--- src/rtl/seq_slice_adder.sv ---
// seq_slice_adder: WIDTH-bit add/subtract evaluated one SLICE-bit ripple slice per clock,
// with a registered carry linking slices and a start/busy/done handshake.
module seq_slice_adder #(
    parameter int WIDTH = 16,
    parameter int SLICE = 4
) (
    input  logic             CLK,
    input  logic             RST_N,
    input  logic             START,
    input  logic             SUB,
    input  logic [WIDTH-1:0] A,
    input  logic [WIDTH-1:0] B,
    input  logic             Ci,
    output logic             BUSY,
    output logic             DONE,
    output logic [WIDTH-1:0] S,
    output logic             Co,
    output logic             OV
);

    localparam int N  = WIDTH / SLICE;
    localparam int CW = (N > 1) ? $clog2(N) : 1;
    localparam logic [CW-1:0] LAST_IDX = CW'(N - 1);

    typedef enum logic [1:0] {
        IDLE = 2'd0,
        RUN  = 2'd1,
        FIN  = 2'd2
    } state_t;

    state_t           r_state;
    logic [WIDTH-1:0] r_opA;
    logic [WIDTH-1:0] r_opB;
    logic [WIDTH-1:0] r_partial;
    logic             r_carry;
    logic [CW-1:0]    r_sliceIdx;
    logic             r_busy;
    logic             r_done;
    logic [WIDTH-1:0] r_sum;
    logic             r_co;
    logic             r_ov;

    logic [SLICE-1:0] w_sliceSum;
    logic             w_sliceCo;
    logic             w_msbCarryIn;
    logic [WIDTH-1:0] w_sliceWide;
    logic [WIDTH-1:0] w_nextPartial;

    // Operands shift right each cycle, so the active slice always sits in the low SLICE bits.
    always_comb begin : ripple
        logic carry;
        carry        = r_carry;
        w_sliceSum   = '0;
        w_msbCarryIn = 1'b0;
        for (int i = 0; i < SLICE; i++) begin
            if (i == SLICE - 1) begin
                w_msbCarryIn = carry;
            end
            w_sliceSum[i] = r_opA[i] ^ r_opB[i] ^ carry;
            carry         = (r_opA[i] & r_opB[i]) | (carry & (r_opA[i] ^ r_opB[i]));
        end
        w_sliceCo = carry;
    end

    // Finished slices enter the partial result from the top and drift down to their place.
    assign w_sliceWide   = WIDTH'(w_sliceSum);
    assign w_nextPartial = (r_partial >> SLICE) | (w_sliceWide << (WIDTH - SLICE));

    always_ff @(posedge CLK) begin
        if (!RST_N) begin
            r_state    <= IDLE;
            r_opA      <= '0;
            r_opB      <= '0;
            r_partial  <= '0;
            r_carry    <= 1'b0;
            r_sliceIdx <= '0;
            r_busy     <= 1'b0;
            r_done     <= 1'b0;
            r_sum      <= '0;
            r_co       <= 1'b0;
            r_ov       <= 1'b0;
        end else begin
            unique case (r_state)
                IDLE, FIN: begin
                    r_done <= 1'b0;
                    if (START) begin
                        r_opA      <= A;
                        r_opB      <= SUB ? ~B : B;
                        r_carry    <= Ci ^ SUB;
                        r_partial  <= '0;
                        r_sliceIdx <= '0;
                        r_busy     <= 1'b1;
                        r_state    <= RUN;
                    end else begin
                        r_state <= IDLE;
                    end
                end
                RUN: begin
                    r_opA      <= r_opA >> SLICE;
                    r_opB      <= r_opB >> SLICE;
                    r_carry    <= w_sliceCo;
                    r_partial  <= w_nextPartial;
                    r_sliceIdx <= r_sliceIdx + 1'b1;
                    if (r_sliceIdx == LAST_IDX) begin
                        // Last slice: its top carry-in/out are the word's MSB carries.
                        r_sum   <= w_nextPartial;
                        r_co    <= w_sliceCo;
                        r_ov    <= w_sliceCo ^ w_msbCarryIn;
                        r_done  <= 1'b1;
                        r_busy  <= 1'b0;
                        r_state <= FIN;
                    end
                end
                default: begin
                    r_busy  <= 1'b0;
                    r_done  <= 1'b0;
                    r_state <= IDLE;
                end
            endcase
        end
    end

    assign BUSY = r_busy;
    assign DONE = r_done;
    assign S    = r_sum;
    assign Co   = r_co;
    assign OV   = r_ov;

endmodule
--- config.mk ---
export PLATFORM = sky130hd
export DESIGN_NAME = seq_slice_adder
export DESIGN_NICKNAME = d
export VERILOG_FILES = /design/src/rtl/seq_slice_adder.sv
export SDC_FILE = /design/constraint.sdc
export NUM_CORES = 1
export LEC_CHECK = 0
export BUFFER_PORTS_ARGS = -buffer_cell sky130_fd_sc_hd__buf_2
export CAP_MARGIN = 20
export CORE_ASPECT_RATIO = 0.8
export CORE_MARGIN = 3
export CORE_UTILIZATION = 40
export CTS_BUF_LIST = sky130_fd_sc_hd__clkbuf_8 sky130_fd_sc_hd__clkbuf_16
export CTS_CLUSTER_DIAMETER = 30
export CTS_CLUSTER_SIZE = 8
export DETAILED_ROUTE_END_ITERATION = 8
export PLACE_DENSITY = 0.66
export SYNTH_ARGS = -nofsm -noshare
export SYNTH_HDL_FRONTEND = slang
export SYNTH_SLANG_ARGS = --single-unit
--- constraint.sdc ---
create_clock -name CLK -period 6 [get_ports CLK]
set_input_delay 0 -clock CLK [delete_from_list [all_inputs] [get_ports CLK]]
set_output_delay 0 -clock CLK [all_outputs]
set_load 0.005 [all_outputs]
==> results of run 1 <==
-- state kept, by name, summed over array words and instances (netlist names) --
| signal | count |
|---|---|
| DONE | 1 |
| r_state | 2 |
| r_sliceIdx | 2 |
| r_partial | 12 |
| OV | 1 |
| r_opB | 16 |
| r_opA | 16 |
| S | 16 |
| Co | 1 |
| BUSY | 1 |
| r_carry | 1 |
-- power by group through the flow --
stage                     Clock (mW)  Combinational, mW  Sequential [mW]
final                          0.335              0.111            0.491
after floorplan                    0             0.0786            0.498
after detailed placement           0              0.101            0.501
after CTS                      0.345              0.112            0.491
after global routing           0.365              0.126            0.493
after global placement             0             0.0998            0.500
-- worst max-delay path: stages, from the launching register on --
cell and delay [ns]:
dfxtp_1 0.33, fa_1 0.43, fa_1 0.36, inv_1 0.07, fa_1 0.20, inv_1 0.06, fa_1 0.41, xnor2_1 0.17
nand2_1 0.07, a21oi_1 0.16
-- how the worst max path moves through the flow --
stage / slack (ns) / to / cells after the start
2_1_floorplan: 3.80 / OV / 9
3_3_place_gp: 3.70 / OV / 9
3_5_place_dp: 3.65 / OV / 9
4_1_cts: 3.65 / OV / 9
5_1_grt: 3.50 / OV / 9
6_report: 3.67 / OV / 9
-- layer usage --
| metal | global-route usage (%) | vias up |
|---|---|---|
| li1 | - | 1202 |
| met1 | 21.5 | 1089 |
| met2 | 22.9 | 68 |
| met3 | 6.27 | 4 |
| met4 | 4.44 | 0 |
| met5 | 0 | - |
-- cells in the mapped netlist (all sizes together) --
cell and n:
clkbuf 5, a22o 13, nor2 3, nand3b 1
and2 1, dfxtp 69, and3 1, nor3 1
nand2 42, o21a 1, nor2b 2, buf 22
nand3 34, o21ai 2, nand2b 3, ha 1
fa 4, inv 6, a22oi 25, xnor2 1
and3b 1, xor2 17, a21oi 52, a211oi 1
-- timing repair --
item	in CTS	in global routing
gates resized for setup	0	0
endpoints found under the hold margin	22	0
hold buffers	21	0
-- through the flow --
step           setup slack, ns  hold WS [ns]  power (mW)  cell area (um^2)  util [%]
2_1_floorplan             3.80         0.122       0.576              2840         -
3_3_place_gp              3.70         0.247       0.600              3080      46.4
3_5_place_dp              3.65         0.247       0.602              3080      46.4
4_1_cts                   3.65        0.0524       0.947              3460      52.2
5_1_grt                   3.50        0.0818       0.984              3460      52.2
6_report                  3.67        0.0688       0.937              3460      52.2
-- final cells by class --
cell class,count,area [um^2],area share [%]
clock inverter,5,37.5,1.08
tap,84,105,3.04
sequential,69,1380,39.9
inverter,6,22.5,0.651
timing repair buffer,80,513,14.8
multi-input combinational,206,1260,36.5
clock buffer,10,138,3.98
-- logic make-up after synthesis --
kind of cell    after synthesis  share of synthesized area (%)
compound gates               94                           20.7
simple gates                 89                           15.0
flops                        69                           48.7
buf+inv                      33                           6.83
xor+xnor                     18                           5.56
fa+ha+maj                     5                           3.26
-- placed cells by master (no fill, tap or decap), types with 2 or more instances in the layout --
master         instances
dfxtp_1               69
buf_2                 56
a21oi_1               52
nand2_1               42
nand3_1               34
a22oi_1               25
dlygate4sd3_1         21
xor2_1                17
a22o_1                13
clkbuf_8              10
inv_1                  5
fa_1                   4
nand2b_1               3
buf_4                  3
o21ai_0                2
nor2_1                 2
clkinv_4               2
clkinvlp_4             2
==> impl_metrics.py, run 1 <==
metrics = {
    "yosys": {
        "synth_area_leaders": "dfxtp_1, a21oi_1, a22oi_1",
        "avgSynthCellArea_um2": 9.21,
        "yosysWarnings": 0,
        "synth_cell_types": 29,
        "ys_seq_area_share_pct": 48.7,
        "yosysTopAreaCell": "dfxtp_1",
        "netlist_area_um2": 2840,
        "synth_seq_cells": 69,
        "syn_nets": 350,
        "yosys.area.top_type_share_pct": 48.7,
        "syn_inst": 308,
    },
    "cts": {
        "ctsRootBufferMaster": "clkbuf_8",
        "insertion_delay_ns": 0.35,
        "post_cts_buffers": 0,
        "clk_path_buf_depth": 2,
        "clk_pin_slew_ns": 0.07,
        "cts_made_buffers": 9,
        "cts_max_level": 3,
        "cts_tree": "built",
        "cts.sinks": 69,
    },
    "layout": {
        "insertedDiodeCount": 0,
        "final_nets": 414,
        "area_growth_pct": 22.0,
        "layout-drive-gt1-share_pct": 21.0,
        "fin_cells": 460,
        "fillers": 628,
    },
    "drt": {
        "dr.pass1.iters": 5,
        "vias": 2363,
        "wl_per_cell_um": 13.5,
        "highest_layer": "met4",
        "drt_wl_total_um": 6200,
        "viasPerCell": 5.14,
        "met2_length_um": 2850,
        "drtIter0Drc": 143,
        "route.detailed.drc": 0,
        "dr_wl_met3_um": 392,
        "postRouteAntennaNets": 0,
        "m1WireLength_um": 2910,
    },
    "global_route": {
        "gr-usage-all-layers_pct": 15.7,
        "grt_first_pass_wirelength_um": 10100,
        "grt_max_degree": 56,
        "antenna_found_initial": 0,
        "overflow": 0,
        "grt_pass1_vias": 2090,
    },
    "timing": {
        "final_max_slew_viol_count": 0,
        "period_needed_ns": 2.33,
        "max_slew.worst_pin.slew_ns": 0.966,
        "relSlewSlack_pct": 35.5,
        "finalSetupTns_ns": 0,
        "setup_viol": 0,
        "rsz0062_at_grt": "no",
        "finalCritPeriodShare_pct": 38.9,
        "fmax_ghz": 0.429,
        "hold_viol": 0,
        "fin_worst_skew_ns": 0.0147,
    },
    "power_and_ir_drop": {
        "peakVddDrop_mv": 0.0887,
        "p_sw_share_pct": 26.7,
        "clkPwrFrac_pct": 35.7,
        "combPwrFrac_pct": 11.8,
        "p_per_area_nw_per_um2": 271,
        "pwr-share-seq_pct": 52.5,
        "p_leak_nw": 1.40,
        "intPower_mw": 0.686,
        "power.switching_mw": 0.250,
    },
    "worst_setup_path": {
        "r2r-end": "OV",
        "start_kind": "register",
        "reg2regPathDepth": 9,
        "critPathCaptureType": "register",
        "reg2reg_setup_slack_ns": 3.67,
        "crit_fanout": 3,
        "startpoint": "r_opA[0]",
        "r2r_start": "r_opA[0]",
        "critical_path_class": "register to register",
        "crit_required_ns": 6.27,
        "arrival_ns": 2.60,
    },
    "floorplan": {
        "std_cell_rows": 26,
        "initial_utilization_pct": 42.8,
        "die_w_um": 100,
        "die_height_um": 81.3,
        "die_area_um2": 8150,
        "pin_count": 57,
        "core-area_um2": 6640,
    },
    "hold_path": {
        "holdCritStartpoint": "B[7]",
        "min_path_cells": 4,
        "min_path_type": "primary input to register",
        "whs_endpoint": "r_opB[7]",
    },
    "placed_design": {
        "dp_hpwl_um": 3840,
        "io_buffers": 56,
        "place_inst": 424,
        "place.gp.congestion": 0.793,
    },
    "flow_run": {
        "drv_cap": 0,
    },
    "status": {
        "status": "finished, final reports clean",
    },
}
Note: power is estimated with default switching activity, not from simulation.
==> run 2: changes to the inputs <==
Settings changed: ABC_AREA from default to 1.
Clock period 6 ns to 2.3 ns, I/O delays scaled along.
==> impl_metrics.py, run 2 <==
metrics = {
    "status": {
        "status": "finished, final reports clean",
    },
    "power_and_ir_drop": {
        "p_leak_nw": 1.90,
        "peakVddDrop_mv": 0.341,
        "p_per_area_nw_per_um2": 699,
    },
    "timing": {
        "period_needed_ns": 2.18,
        "final_max_slew_viol_count": 0,
        "finalCritPeriodShare_pct": 94.7,
        "fin_worst_skew_ns": 0.00699,
        "fin_hold_ws_ns": 0.0180,
        "max_slew.worst_pin.slew_ns": 0.621,
        "setup_viol": 0,
        "fmax_ghz": 0.459,
        "hold_viol": 0,
        "finalSetupTns_ns": 0,
        "relSlewSlack_pct": 58.5,
        "rsz0062_at_grt": "no",
    },
    "yosys": {
        "yosys.area.top_type_share_pct": 45.3,
        "synth_area_leaders": "dfxtp_1, nand2_1, nand3_1",
        "synth_seq_cells": 69,
        "yosysTopAreaCell": "dfxtp_1",
        "syn_nets": 485,
        "netlist_area_um2": 3050,
        "synth_cell_types": 21,
        "yosysWarnings": 0,
        "synth_edf_count": 0,
        "ys_seq_area_share_pct": 45.3,
        "ys_top_cells_by_count": "nand2_1, dfxtp_1, inv_1",
        "avgSynthCellArea_um2": 6.89,
        "synth.most_common_cell": "nand2_1",
        "synthFlopType": "dfxtp_1",
        "async_flop_share_pct": 0,
        "syn_inst": 443,
    },
    "worst_setup_path": {
        "crit_fanout": 3,
        "max_stage_delay_ns": 0.39,
        "crit_required_ns": 2.54,
        "arrival_ns": 2.42,
        "cpMostUsedCell": "fa_2",
        "crit_family": "adder cells",
        "start_kind": "register",
        "crit_chain": "fa_2 > fa_2 > inv_2 > fa_2 > inv_1 > fa_2 > xnor2_2 > nor2_1 > nor2_1",
        "path_buf_inv": 2,
        "cp_slowest_cell": "fa_2",
        "critical_path_class": "register to register",
        "critPathCaptureType": "register",
    },
    "placed_design": {
        "place_inst": 581,
        "placed_cell_area_um2": 3370,
        "dp_hpwl_um": 4720,
        "place.gp.congestion": 0.807,
        "io_buffers": 56,
    },
    "global_route": {
        "grt_max_degree": 46,
        "antenna_found_initial": 0,
        "gr-usage-all-layers_pct": 17.8,
        "overflow": 0,
        "grt_first_pass_wirelength_um": 12700,
        "grt_pass1_vias": 2698,
    },
    "floorplan": {
        "die_height_um": 84.1,
        "core-area_um2": 7130,
        "std_cell_rows": 27,
        "die_area_um2": 8720,
        "initial_utilization_pct": 42.8,
        "die_w_um": 104,
        "pin_count": 57,
    },
    "layout": {
        "fin_cells": 614,
        "insertedDiodeCount": 0,
        "mostFrequentLayoutCells": "nand2_1, dfxtp_1, buf_2",
        "fin_area_um2": 3770,
        "fillers": 731,
        "final_nets": 550,
        "post-route-util_pct": 52.9,
        "layout-drive-gt1-share_pct": 17.7,
        "final_common_cell": "nand2_1",
        "area_growth_pct": 23.5,
    },
    "cts": {
        "clk_pin_slew_ns": 0.07,
        "clk_path_buf_depth": 2,
        "cts_tree": "built",
        "cts_made_buffers": 9,
        "ctsRootBufferMaster": "clkbuf_8",
        "insertion_delay_ns": 0.34,
        "cts.sinks": 69,
        "cts_max_level": 3,
    },
    "drt": {
        "viasPerCell": 4.59,
        "dr.pass1.iters": 4,
        "postRouteAntennaNets": 0,
        "drtIter0Drc": 137,
        "wl_per_cell_um": 11.7,
        "route.detailed.drc": 0,
        "vias": 2816,
        "drt_wl_total_um": 7180,
    },
    "hold_path": {
        "min_path_type": "primary input to register",
    },
    "flow_run": {
        "drv_cap": 0,
    },
}
run 2: cell types whose count changed after synthesis, moves of 5 or more:
cell,delta
inv_1,+44
a22oi_1,-25
nor2_1,+29
o21ai_0,+24
a21oi_1,-28
nand2_1,+115
o21ai_1,+5
a22o_1,-13
xor2_1,-14
run 2: stage by stage:
stage	power [mW]	setup slack [ns]
final	2.63	0.122
after global routing	2.78	0.0327
after CTS	2.66	0.0228
after detailed placement	1.60	0.0461
after global placement	1.59	0.0564
after floorplan	1.51	0.117
run 2: what timing repair did:
action | in CTS | in global routing
endpoints found under the hold margin | 16 | 0
gates resized for setup | 0 | 6
setup buffers | 0 | 1
hold buffers | 16 | 0
setup endpoints to repair | 0 | 4
run 2: logic make-up (layout without fill, tap and decap cells):
group	after synthesis	in the layout	share of synthesized area, %
AND/OR/NAND/NOR	234	234	31.3
buffers and inverters	76	146	10.2
flip-flops	69	69	45.3
AO/OA/AOI/OAI	55	55	9.02
adder cells (fa/ha/maj)	5	5	3.03
XOR/XNOR	4	4	1.15
run 2: cell type report:
type	instances	area, um^2	area share, %
clock inverter	7	83.8	2.23
sequential	69	1380	36.7
multi-input combinational	298	1380	36.5
inverter	53	199	5.28
clock buffer	9	124	3.29
timing repair buffer	77	478	12.7
tap	101	126	3.35
run 2: layer usage:
layer,routed length (um),vias to the layer above,track usage [%]
met5,0,-,0
met4,103,0,5.56
met3,516,10,7.27
met2,2990,82,26.0
met1,3580,1240,24.2
li1,-,1484,-
run 2: tightest hold or removal path, stage by stage:
cell and delay [ns]:
buf_2 0.09, nand2_1 0.05, nand2_1 0.05, inv_1 0.06, a21oi_1 0.05
run 2: final timing paths:
| kind | slack, ns | start | depth (start not counted) | end |
|---|---|---|---|---|
| worst min-delay path | 0.02 | A[5] | 5 | r_opA[5] |
| worst max-delay path | 0.12 | r_opA[0] | 9 | OV |
| worst min register to register | 0.45 | r_partial[10] | 2 | r_partial[10] |
| worst max register to register | 0.12 | r_opA[0] | 9 | OV |
run 2: power breakdown:
group | leakage (nW) | internal (mW) | total [mW] | switching [mW]
logic | 1.22 | 0.124 | 0.314 | 0.190
clock network | 0.113 | 0.597 | 1.04 | 0.443
registers | 0.562 | 1.25 | 1.28 | 0.0321
==> run 3: changes to the inputs <==
--- a/config.mk
+++ b/config.mk
@@ -12,5 +12,5 @@
 export CORE_MARGIN = 3
 export CORE_UTILIZATION = 40
-export CTS_BUF_LIST = sky130_fd_sc_hd__clkbuf_8 sky130_fd_sc_hd__clkbuf_16
+export CTS_BUF_LIST = sky130_fd_sc_hd__clkbuf_4
 export CTS_CLUSTER_DIAMETER = 30
 export CTS_CLUSTER_SIZE = 8
==> constraint.sdc (replaced) <==
create_clock -name CLK -period 2.3 [get_ports CLK]
set_input_delay 0.23 -clock CLK [delete_from_list [all_inputs] [get_ports CLK]]
set_output_delay 0.23 -clock CLK [all_outputs]
set_load 0.005 [all_outputs]
==> impl_metrics.py, run 3 (same netlist as run 2, synthesis figures left out) <==
metrics = {
    "timing": {
        "fin_worst_skew_ns": 0.00928,
        "hold_viol": 0,
        "relSlewSlack_pct": 59.0,
        "rsz0062_at_grt": "yes",
        "fmax_ghz": 0.452,
        "final_max_slew_viol_count": 0,
        "max_slew.worst_pin.slew_ns": 0.613,
        "period_needed_ns": 2.21,
        "setup_viol": 0,
        "finalCritPeriodShare_pct": 96.2,
        "finalSetupTns_ns": 0,
    },
    "layout": {
        "insertedDiodeCount": 0,
        "mostFrequentLayoutCells": "nand2_1, dfxtp_1, buf_2",
        "layout-drive-gt1-share_pct": 19.2,
        "final_common_cell": "nand2_1",
        "post-route-util_pct": 49.5,
        "fillers": 708,
        "fin_cells": 597,
        "final_nets": 533,
        "area_growth_pct": 15.6,
    },
    "drt": {
        "drt_wl_total_um": 6900,
        "viasPerCell": 4.64,
        "drtIter0Drc": 159,
        "vias": 2772,
        "postRouteAntennaNets": 0,
        "wl_per_cell_um": 11.6,
        "route.detailed.drc": 0,
        "dr.pass1.iters": 4,
    },
    "cts": {
        "cts_max_level": 3,
        "cts_tree": "built",
        "cts.sinks": 69,
        "post_cts_buffers": 0,
        "clk_path_buf_depth": 2,
        "ctsHoldBuffers": 0,
        "cts_made_buffers": 9,
        "ctsRootBufferMaster": "clkbuf_4",
        "insertion_delay_ns": 0.41,
        "clk_pin_slew_ns": 0.11,
    },
    "hold_path": {
        "min_path_type": "primary input to register",
        "min_path_cells": 3,
    },
    "worst_setup_path": {
        "crit_fanout": 3,
        "start_kind": "register",
        "r2r-end": "OV",
        "critPathCaptureType": "register",
        "crit_required_ns": 2.61,
        "arrival_ns": 2.52,
        "critical_path_class": "register to register",
        "startpoint": "r_carry",
        "r2r_start": "r_carry",
        "reg2reg_setup_slack_ns": 0.09,
        "reg2regPathDepth": 9,
        "crit_path_end": "OV",
    },
    "floorplan": {
        "pin_count": 57,
        "die_w_um": 104,
        "std_cell_rows": 27,
        "die_area_um2": 8720,
        "initial_utilization_pct": 42.8,
        "core-area_um2": 7130,
        "die_height_um": 84.1,
    },
    "placed_design": {
        "place_inst": 581,
        "dp_hpwl_um": 4700,
        "io_buffers": 56,
        "place.gp.congestion": 0.805,
    },
    "power_and_ir_drop": {
        "power_mw": 2.33,
        "p_per_area_nw_per_um2": 659,
        "p_leak_nw": 1.77,
        "peakVddDrop_mv": 0.318,
    },
    "global_route": {
        "gr-usage-all-layers_pct": 16.8,
        "grt_max_degree": 46,
        "grt_first_pass_wirelength_um": 12000,
        "grt_pass1_vias": 2587,
        "antenna_found_initial": 0,
        "overflow": 0,
    },
    "flow_run": {
        "drv_cap": 0,
    },
    "status": {
        "status": "finished, final reports clean",
    },
}
run 3: cell count changes in the layout (fill, tap and decap cells not counted), sizes merged:
cell / before / now
clkinv: 1 / 3
dlygate4sd3: 16 / 0
clkinvlp: 1 / 3
inv: 56 / 53
buf: 61 / 60
bufinv: 2 / 1
run 3: worst max-delay path: stages (launching register included):
cell and delay [ns]:
dfxtp_2 0.35, fa_2 0.39, fa_2 0.36, inv_2 0.06
fa_2 0.23, inv_2 0.05, fa_2 0.39, xnor2_2 0.14
nor2_1 0.09, nor2_1 0.05
run 3: metrics by stage:
stage / instance area (um^2) / hold slack, ns / worst slack, ns
CTS: 3510 / 0.0291 / 0.0381
detailed placement: 3370 / 0.441 / 0.000104
finish: 3530 / 0.0623 / 0.0881
global placement: 3370 / 0.438 / 0.0557
global route: 3530 / 0.0346 / -0.00678
floorplan: 3050 / 0.378 / 0.117
run 3: report_power, final:
group | switching [mW] | internal [mW]
clock network | 0.430 | 0.323
logic | 0.188 | 0.106
registers | 0.0319 | 1.25
total | 0.650 | 1.68
run 3: worst min-delay path by stage:
stage | startpoint | end | slack, ns
after detailed placement | r_partial[10] | r_partial[10] | 0.44
after CTS | A[12] | r_opA[12] | 0.03
after global routing | A[15] | r_opA[15] | 0.03
after global placement | r_partial[10] | r_partial[10] | 0.44
final | A[12] | r_opA[12] | 0.06
after floorplan | A[12] | r_opA[12] | 0.38
run 3: layer usage:
metal	vias up	share of wire, %	GRT usage, %
met5	-	0	0
met4	0	0.74	5.56
met3	4	5.6	5.10
met2	65	43	25.1
met1	1238	50	23.2
li1	1465	-	-
run 3: timing repair:
item,CTS,global route
endpoints found under the setup margin,1,3
gates resized for setup,1,8
pin swaps,0,7
run 3: final cells by class:
class | count | area, um^2 | area share (%)
inverter | 53 | 199 | 5.64
sequential | 69 | 1380 | 39.2
clock buffer | 9 | 67.6 | 1.91
timing repair buffer | 60 | 310 | 8.79
multi-input combinational | 298 | 1380 | 39.0
tap | 101 | 126 | 3.58
clock inverter | 7 | 66.3 | 1.88
